### src/rtl/spi_cmd_sequencer.sv
`default_nettype none
// == spi_cmd_sequencer : request FIFO, one-at-a-time issue to spi_master, watchdog, in-order responses ==
// == rev 1.0 ==
module spi_cmd_sequencer #(
  parameter int DEPTH          = 4,
  parameter int TIMEOUT_CYCLES = 1024
) (
  input  logic        clk,
  input  logic        reset_n,
  input  logic        req_valid,
  output logic        req_ready,
  input  logic        req_rw,
  input  logic [1:0]  req_port_no,
  input  logic [4:0]  req_dev_addr,
  input  logic [15:0] req_reg_addr,
  input  logic [31:0] req_wdata,
  output logic        rsp_valid,
  input  logic        rsp_ready,
  output logic [31:0] rsp_rdata,
  output logic        rsp_rw,
  output logic        rsp_err,
  output logic        spi_start,
  input  logic        spi_busy,
  output logic        spi_rw,
  output logic [1:0]  spi_port_no,
  output logic [4:0]  spi_dev_addr,
  output logic [15:0] spi_reg_addr,
  output logic [31:0] spi_data_in,
  input  logic [31:0] spi_data_out,
  input  logic        spi_out_valid,
  output logic        idle
);

  localparam int AW = $clog2(DEPTH);
  localparam int CW = AW + 1;
  localparam int TW = $clog2(TIMEOUT_CYCLES + 1);
  localparam logic [CW-1:0] FULL_COUNT = CW'(DEPTH);
  localparam logic [TW-1:0] TIMER_LAST = TW'(TIMEOUT_CYCLES - 1);

  typedef struct packed {
    logic        rw;
    logic [1:0]  port_no;
    logic [4:0]  dev_addr;
    logic [15:0] reg_addr;
    logic [31:0] wdata;
  } req_t;

  typedef enum logic [1:0] {
    S_IDLE      = 2'd0,
    S_WAIT_BUSY = 2'd1,
    S_WAIT_DONE = 2'd2,
    S_RESP      = 2'd3
  } state_t;

  req_t          mem [DEPTH];
  logic [AW-1:0] wr_ptr;
  logic [AW-1:0] rd_ptr;
  logic [CW-1:0] count;
  state_t        state;
  logic [TW-1:0] timer;
  logic [31:0]   cap_data;
  logic          push;
  logic          pop;
  logic          timeout;
  logic [31:0]   data_now;

  assign req_ready = (count != FULL_COUNT);
  assign push      = req_valid && req_ready;
  assign pop       = (state == S_IDLE) && (count != '0) && !spi_busy && !rsp_valid;
  assign timeout   = (timer == TIMER_LAST);
  // A strobe coinciding with the busy fall must still reach the response.
  assign data_now  = spi_out_valid ? spi_data_out : cap_data;
  assign idle      = (count == '0) && (state == S_IDLE) && !rsp_valid;

  always_ff @(posedge clk) begin
    if (push) begin
      mem[wr_ptr] <= {req_rw, req_port_no, req_dev_addr, req_reg_addr, req_wdata};
    end
  end

  // Pointers wrap naturally because DEPTH is a power of two.
  always_ff @(posedge clk) begin
    if (!reset_n) begin
      wr_ptr <= '0;
      rd_ptr <= '0;
      count  <= '0;
    end else begin
      if (push) wr_ptr <= wr_ptr + 1'b1;
      if (pop)  rd_ptr <= rd_ptr + 1'b1;
      case ({push, pop})
        2'b10:   count <= count + 1'b1;
        2'b01:   count <= count - 1'b1;
        default: count <= count;
      endcase
    end
  end

  always_ff @(posedge clk) begin
    if (!reset_n) begin
      state        <= S_IDLE;
      timer        <= '0;
      cap_data     <= '0;
      spi_start    <= 1'b0;
      spi_rw       <= 1'b0;
      spi_port_no  <= '0;
      spi_dev_addr <= '0;
      spi_reg_addr <= '0;
      spi_data_in  <= '0;
      rsp_valid    <= 1'b0;
      rsp_rdata    <= '0;
      rsp_rw       <= 1'b0;
      rsp_err      <= 1'b0;
    end else begin
      spi_start <= 1'b0;
      case (state)
        S_IDLE: begin
          if (pop) begin
            spi_rw       <= mem[rd_ptr].rw;
            spi_port_no  <= mem[rd_ptr].port_no;
            spi_dev_addr <= mem[rd_ptr].dev_addr;
            spi_reg_addr <= mem[rd_ptr].reg_addr;
            spi_data_in  <= mem[rd_ptr].wdata;
            spi_start    <= 1'b1;
            timer        <= '0;
            cap_data     <= '0;
            state        <= S_WAIT_BUSY;
          end
        end
        S_WAIT_BUSY: begin
          if (timeout) begin
            rsp_valid <= 1'b1;
            rsp_err   <= 1'b1;
            rsp_rw    <= spi_rw;
            rsp_rdata <= '0;
            state     <= S_RESP;
          end else begin
            timer <= timer + 1'b1;
            if (spi_busy) state <= S_WAIT_DONE;
          end
        end
        S_WAIT_DONE: begin
          if (spi_out_valid) cap_data <= spi_data_out;
          if (timeout) begin
            rsp_valid <= 1'b1;
            rsp_err   <= 1'b1;
            rsp_rw    <= spi_rw;
            rsp_rdata <= '0;
            state     <= S_RESP;
          end else begin
            timer <= timer + 1'b1;
            if (!spi_busy) begin
              rsp_valid <= 1'b1;
              rsp_err   <= 1'b0;
              rsp_rw    <= spi_rw;
              rsp_rdata <= spi_rw ? data_now : '0;
              state     <= S_RESP;
            end
          end
        end
        S_RESP: begin
          if (rsp_ready) begin
            rsp_valid <= 1'b0;
            state     <= S_IDLE;
          end
        end
        default: state <= S_IDLE;
      endcase
    end
  end

endmodule
`default_nettype wire
### config.mk
export PLATFORM = sky130hd
export DESIGN_NAME = spi_cmd_sequencer
export DESIGN_NICKNAME = d
export VERILOG_FILES = /design/src/rtl/spi_cmd_sequencer.sv
export SDC_FILE = /design/constraint.sdc
export NUM_CORES = 1
export LEC_CHECK = 0
export CORE_ASPECT_RATIO = 1.1
export CORE_MARGIN = 10
export CORE_UTILIZATION = 30
export DETAILED_ROUTE_END_ITERATION = 7
export GPL_TIMING_DRIVEN = 0
export PLACE_DENSITY = 0.5
export SLEW_MARGIN = 20
export SYNTH_ARGS = -nofsm -noshare
export SYNTH_HDL_FRONTEND = slang
export SYNTH_SLANG_ARGS = --single-unit
### constraint.sdc
create_clock -name clk -period 4.9 [get_ports clk]
set_input_delay 0.98 -clock clk [delete_from_list [all_inputs] [get_ports clk]]
set_output_delay 0.98 -clock clk [all_outputs]
set_load 0.1 [all_outputs]
# After elaboration in Yosys (flattened, before gate mapping)
# Memory sizes are Yosys's and may differ from the RTL's. A register that Yosys moved wholly into a read port is not among the register bits.
# Cells that the tools add are included.
[word_totals] regBits=88 ram_bits=224 input_bits=94 out_inout_bits=94 word_cells=89 mem_count=1
[mem_list] name="mem" words=4 width=56 rd=1 rd_ports_with_merged_regs=1 wr=1 line_no="55" rtl="req_t mem [DEPTH];"
[classes] add_sub_neg=5 eq_ne=13 muxes=34 reduce_logical=25
[ops] operator="32-bit two-way mux" n=6
[ops] operator="32-bit case mux with 2 select lines" n=2
[ops] operator="11-bit two-way mux" n=2
[ops] operator="11-bit case mux with 2 select lines" n=1
[ops] operator="1-bit two-way mux" n=12
[ops] operator="2-bit two-way mux" n=6
[ops] operator="11-bit by 1-bit adder with 11-bit output, second input constant" n=1
[ops] operator="11-bit by 10-bit == test with 1-bit output, second input constant" n=1
[ops] operator="3-bit inequality test, second input constant" n=3
[ops] operator="2-bit inequality test, second input constant" n=4
[ops] operator="2-bit case mux with 4 select lines" n=1
[ops] operator="4-bit AND reduction" n=2
[ops] operator="2-bit nonzero test" n=4
[ops] operator="2-bit == test, second input constant" n=3
[ops] operator="1-bit logical AND" n=6
[ops] operator="3-bit case mux with 2 select lines" n=1
[ops] operator="2-bit AND reduction" n=3
[ops] operator="3-bit AND reduction" n=2
[ops] operator="3-bit nonzero test" n=2
[ops] operator="2-bit by 1-bit adder with 2-bit output, second input constant" n=2
[ops] operator="2-bit by 1-bit == test with 1-bit output, second input constant" n=2
[ops] operator="1-bit case mux with 2 select lines" n=2
[ops] operator="3-bit by 1-bit adder with 3-bit output, second input constant" n=1
[ops] operator="1-bit zero test" n=3
[ops] operator="other kinds (5)" n=5

# Logic depth before layout (Yosys ltp)
[depth] word_depth=6 ltp_mapped=12 mapped_depth_nobuf=11

# Worst setup path before layout
# No wires, ideal clock.
[synth_timing] path_type="register -> output" start="register rsp_valid" end="output idle" t_arrival_ns=2.241 required_ns=3.920 path_slack_ns=1.679 path_stages_with_launch=3 path_buffers=0 path_cell_list="dfxtp_1 nand2b_1 nor2_1"
[synth_via] elab_chain_cells=2
[synth_lines] element="start, declared" line_no="17" rtl="output logic rsp_valid,"
[synth_lines] element="start signal, assigned" line_no="109" rtl="rsp_valid <= 1'b0;"
[synth_lines] element="start signal, assigned" line_no="131" rtl="rsp_valid <= 1'b1;"
[synth_lines] element="start signal, assigned" line_no="144" rtl="rsp_valid <= 1'b1;"
[synth_lines] element="1-bit zero test" line_no="73" rtl="assign idle = (count == '0) && (state == S_IDLE) && !rsp_valid;"
[synth_lines] element="1-bit logical AND" line_no="73"
[synth_lines] element="end, declared" line_no="31" rtl="output logic idle"
# Every way passes these cells.

# Worst setup path after layout
[layout_timing] start="input spi_busy" end="register count[2]"
[layout_via] elab_chain_cells=5 elab_cells_between_ends=7 cone_classes="eq/ne (2); mux (1); reduce/logical (4)"
[layout_lines] element="start, declared" line_no="23" rtl="input logic spi_busy,"
[layout_lines] element="1-bit zero test *"
[layout_lines] element="1-bit logical AND * (2 in series)" line_no="69" rtl="assign pop = (state == S_IDLE) && (count != '0) && !spi_busy && !rsp_valid;"
[layout_lines] element="named net pop" line_no="63" rtl="logic pop;"
[layout_lines] element="2-bit by 1-bit == test with 1-bit output / 2-bit == test (equally long branches)" line_no="90" rtl="case ({push, pop})"
[layout_lines] element="3-bit case mux with 2 select lines / 2-bit nonzero test (equally long branches)"
[layout_lines] element="end signal, assigned" line_no="91" rtl="2'b10: count <= count + 1'b1;"
[layout_lines] element="end signal, assigned" line_no="92" rtl="2'b01: count <= count - 1'b1;"
[layout_lines] element="end signal, assigned" line_no="93" rtl="default: count <= count;"
[layout_lines] element="end, declared" line_no="58" rtl="logic [CW-1:0] count;"
# Mark *: on every way through the listed nets, which the timed path passes. The rest lies on a longest branch.
# A chain may end at the register's enable or synchronous reset.

==> impl_metrics.csv <==
group,metric,value,unit
setup_path,crit_type,"input pin to register",
grt,grt_pass1_vias,9252,
synthesis,synth.area.top_cells,"edfxtp_1, dfxtp_1, mux4_2",
sta,fmax,261,MHz
synthesis,seq_area_frac_synth,67.3,%
setup_path,worst-path-buf-inv,4,
synthesis,synth.distinct_cells,56,
clock_tree,cts_setup_buffers,0,
clock_tree,path_clk_slew,60,ps
floorplan,die_width,228,µm
sta,slew_violations,0,
placed_design,place_congestion,0.757,
drt,postRouteAntennaNets,0,
setup_path,critical_path.top_delay_family,"buffers and inverters",
clock_tree,cts_root_buf,"clkbuf_16",
clock_tree,clockBufferDepth,3,
clock_tree,clk_latency,570,ps
worst_hold_path,hp-start,"cap_data[9]$_SDFFE_PN0P_",
setup_path,crit_fanout,10,
worst_hold_path,whs_path_depth,2,
outcome,status,"complete, no violations",
grt,grt_max_degree,33,
synthesis,synth_area,0.0143,mm²
clock_tree,postCtsHoldBufs,0,
clock_tree,cts_resized,0,
pwr,p_leak,5.86,nW
floorplan,die_h,249,µm
pwr,power.total,9.89,mW
synthesis,postSynthNetCount,1096,
setup_path,rr_endpoint,"count[2]$_SDFFE_PN0P_",
final_layout,final_cell_mix,"edfxtp_1, nand2_1, clkdlybuf4s50_1",
clock_tree,clock_sinks,368,
drt,avgRoutedWirePerCell,19.4,µm
setup_path,endpoint_kind,"register",
floorplan,initial_core_util,30.5,%
placed_design,numPlacedInstances,1817,
placed_design,placedInstanceArea,0.0170,mm²
final_layout,stdcell_area,0.0184,mm²
final_layout,drive_above_1_share,15.1,%
worst_hold_path,min_path_type,"register to register",
sta,fin_setup_tns,0,ps
setup_path,path_cells,"clkdlybuf4s50_1 > nor3b_1 > nand2_1 > inv_2 > clkbuf_1 > ha_1 > inv_1 > fa_1 > xor2_1 > or3_1 > a21boi_0",
grt,grt.total_usage,12.8,%
placed_design,portBuffers,186,
floorplan,die_area,0.0567,mm²
clock_tree,cts_inserted_buffers,41,
synthesis,yosysWarnings,0,
sta,finalHoldViolCount,0,
setup_path,arrival,4320,ps
setup_path,slowest_delay,520,ps
setup_path,r2r_start,"state[0]$_SDFFE_PN0P_",
drt,wl,36700,µm
drt,vias,8777,
grt,grt-ovfl-total,0,
pwr,irDropWorstVdd,308,µV
floorplan,ios,188,
setup_path,worstRegToRegCells,12,
drt,drtIter0Drc,443,
clock_tree,tritoncts,"yes",
floorplan,core-area,0.0468,mm²
drt,route.detailed.drc,0,
sta,period_minus_slack,3840,ps
final_layout,syn_to_final_growth,28.9,%
sta,rsz0062_at_grt,"false",
synthesis,syn_area_per_cell,14.4,µm²
synthesis,yosysTopAreaCell,"edfxtp_1",
final_layout,stdcell_count,1894,
setup_path,startpoint_type,"input pin",
final_layout,fin_util,39.3,%
floorplan,rows,83,
synthesis,synthFlopType,"edfxtp_1",
sta,relSlewSlack,24.7,%
final_layout,nNetsFinal,1329,
synthesis,syn_inst,990,
sta,setup_viol,0,
pwr,power_density,537,mW/mm²
clock_tree,htree_num_levels,2,
placed_design,dp_hpwl,24600,µm
drt,firstDrtPassIters,4,
final_layout,nFillCells,4445,
grt,antenna_found_initial,9,
grt,grt_pass1_wl,56900,µm
drt,avgViaCountPerCell,4.63,
synthesis,async_reset_ff_share,0,%
sta,fin_crit_sh,78.3,%
sta,tightest_slew,1130,ps
setup_path,ff2ff_setup_slack,1310,ps
synthesis,synth_edf_count,224,
synthesis,ys_ff_latch,368,
setup_path,critPathSlowestCell,"clkdlybuf4s50_1",
worst_hold_path,whs_endpoint,"cap_data[9]$_SDFFE_PN0P_",
synthesis,synth_top_cell_area_share,47.1,%
job,maxCapViolCount,0,
sta,fin_worst_skew,24.1,ps
setup_path,cp.required,5380,ps
final_layout,layout_commonest_cell,"edfxtp_1",
[Yosys cell counts (all sizes together), types with 3 or more instances]
master,instances
a31oi,8
nand3,35
buf,25
nand2,194
mux4,56
o2bb2ai,32
dfxtp,144
nor3,3
xnor2,4
inv,11
mux2i,4
a21boi,93
or3,4
o21ai,7
edfxtp,224
nand3b,3
and3,7
nor3b,4
ha,11
clkbuf,40
and2,8
o21a,3
nand2b,6
mux2,33
[power breakdown]
group          leakage, nW  switching (mW)  internal, mW
Clock                0.664            1.26          1.77
Sequential            3.22           0.147          3.63
Combinational         1.97            2.14         0.938
Total                 5.86            3.55          6.34
[final cells by class]
class / count / area (µm²) / area share, %
Tap cell: 637 / 797 / 4.33
Clock buffer: 61 / 1200 / 6.50
Inverter: 11 / 41.3 / 0.224
Sequential cell: 368 / 9610 / 52.2
Clock inverter: 15 / 155 / 0.843
Buffer: 65 / 280 / 1.52
Multi-Input combinational cell: 546 / 4370 / 23.8
Timing Repair Buffer: 190 / 1950 / 10.6
Antenna cell: 1 / 2.50 / 0.0136
[worst register-to-register path, stage by stage (launching register included)]
cell and delay [ps]:
dfxtp_1 350, inv_1 130, ha_1 230, nor3b_1 470
nand2_1 360, inv_2 140, clkbuf_1 480, ha_1 310
inv_1 60, fa_1 370, xor2_1 160, or3_1 300
a21boi_0 150
[kinds of logic after synthesis]
logic type	count (synthesis)	synth area share, %
xor+xnor	5	0.307
fa+ha+maj	12	1.10
compound gates	159	8.66
flops	368	67.3
simple gates	277	8.67
mux	93	11.7
buf+inv	76	2.25
[registers in the layout, indices dropped and copies added, names as in the netlist]
register	count
cap_data	32
count	3
mem	224
rd_ptr	2
rsp_err	1
rsp_rdata	32
rsp_rw	1
rsp_valid	1
spi_data_in	32
spi_dev_addr	5
spi_port_no	2
spi_reg_addr	16
spi_rw	1
spi_start	1
state	2
timer	11
wr_ptr	2
[how the worst max path moves through the flow]
stage                                 from                    end  slack [ps]  cells after the start
finish                            spi_busy  count[2]$_SDFFE_PN0P_        1060                     11
floorplan           rsp_valid$_SDFFE_PN0P_                   idle        1680                      2
CTS                               spi_busy  count[2]$_SDFFE_PN0P_        1040                     11
detailed placement                spi_busy  count[2]$_SDFFE_PN0P_         470                     11
global placement                 req_valid   mem[0][43]$_DFFE_PP_         170                      2
global route                      spi_busy  count[2]$_SDFFE_PN0P_         760                     11
[stage by stage]
stage / setup WS (ps) / hold slack (ps)
final: 1060 / 446
after global placement: 175 / 429
after CTS: 1040 / 447
after detailed placement: 472 / 438
after global routing: 761 / 475
after floorplan: 1680 / 423
[layer usage]
metal  up-vias  wire length, µm  track usage [%]
met5         -              103                0
met2       192            17400             21.0
met4        16              596             2.96
met1      4351            16100             15.9
met3        63             2440             4.27
li1       4155                -                -
(Power assumes the default switching activity.)
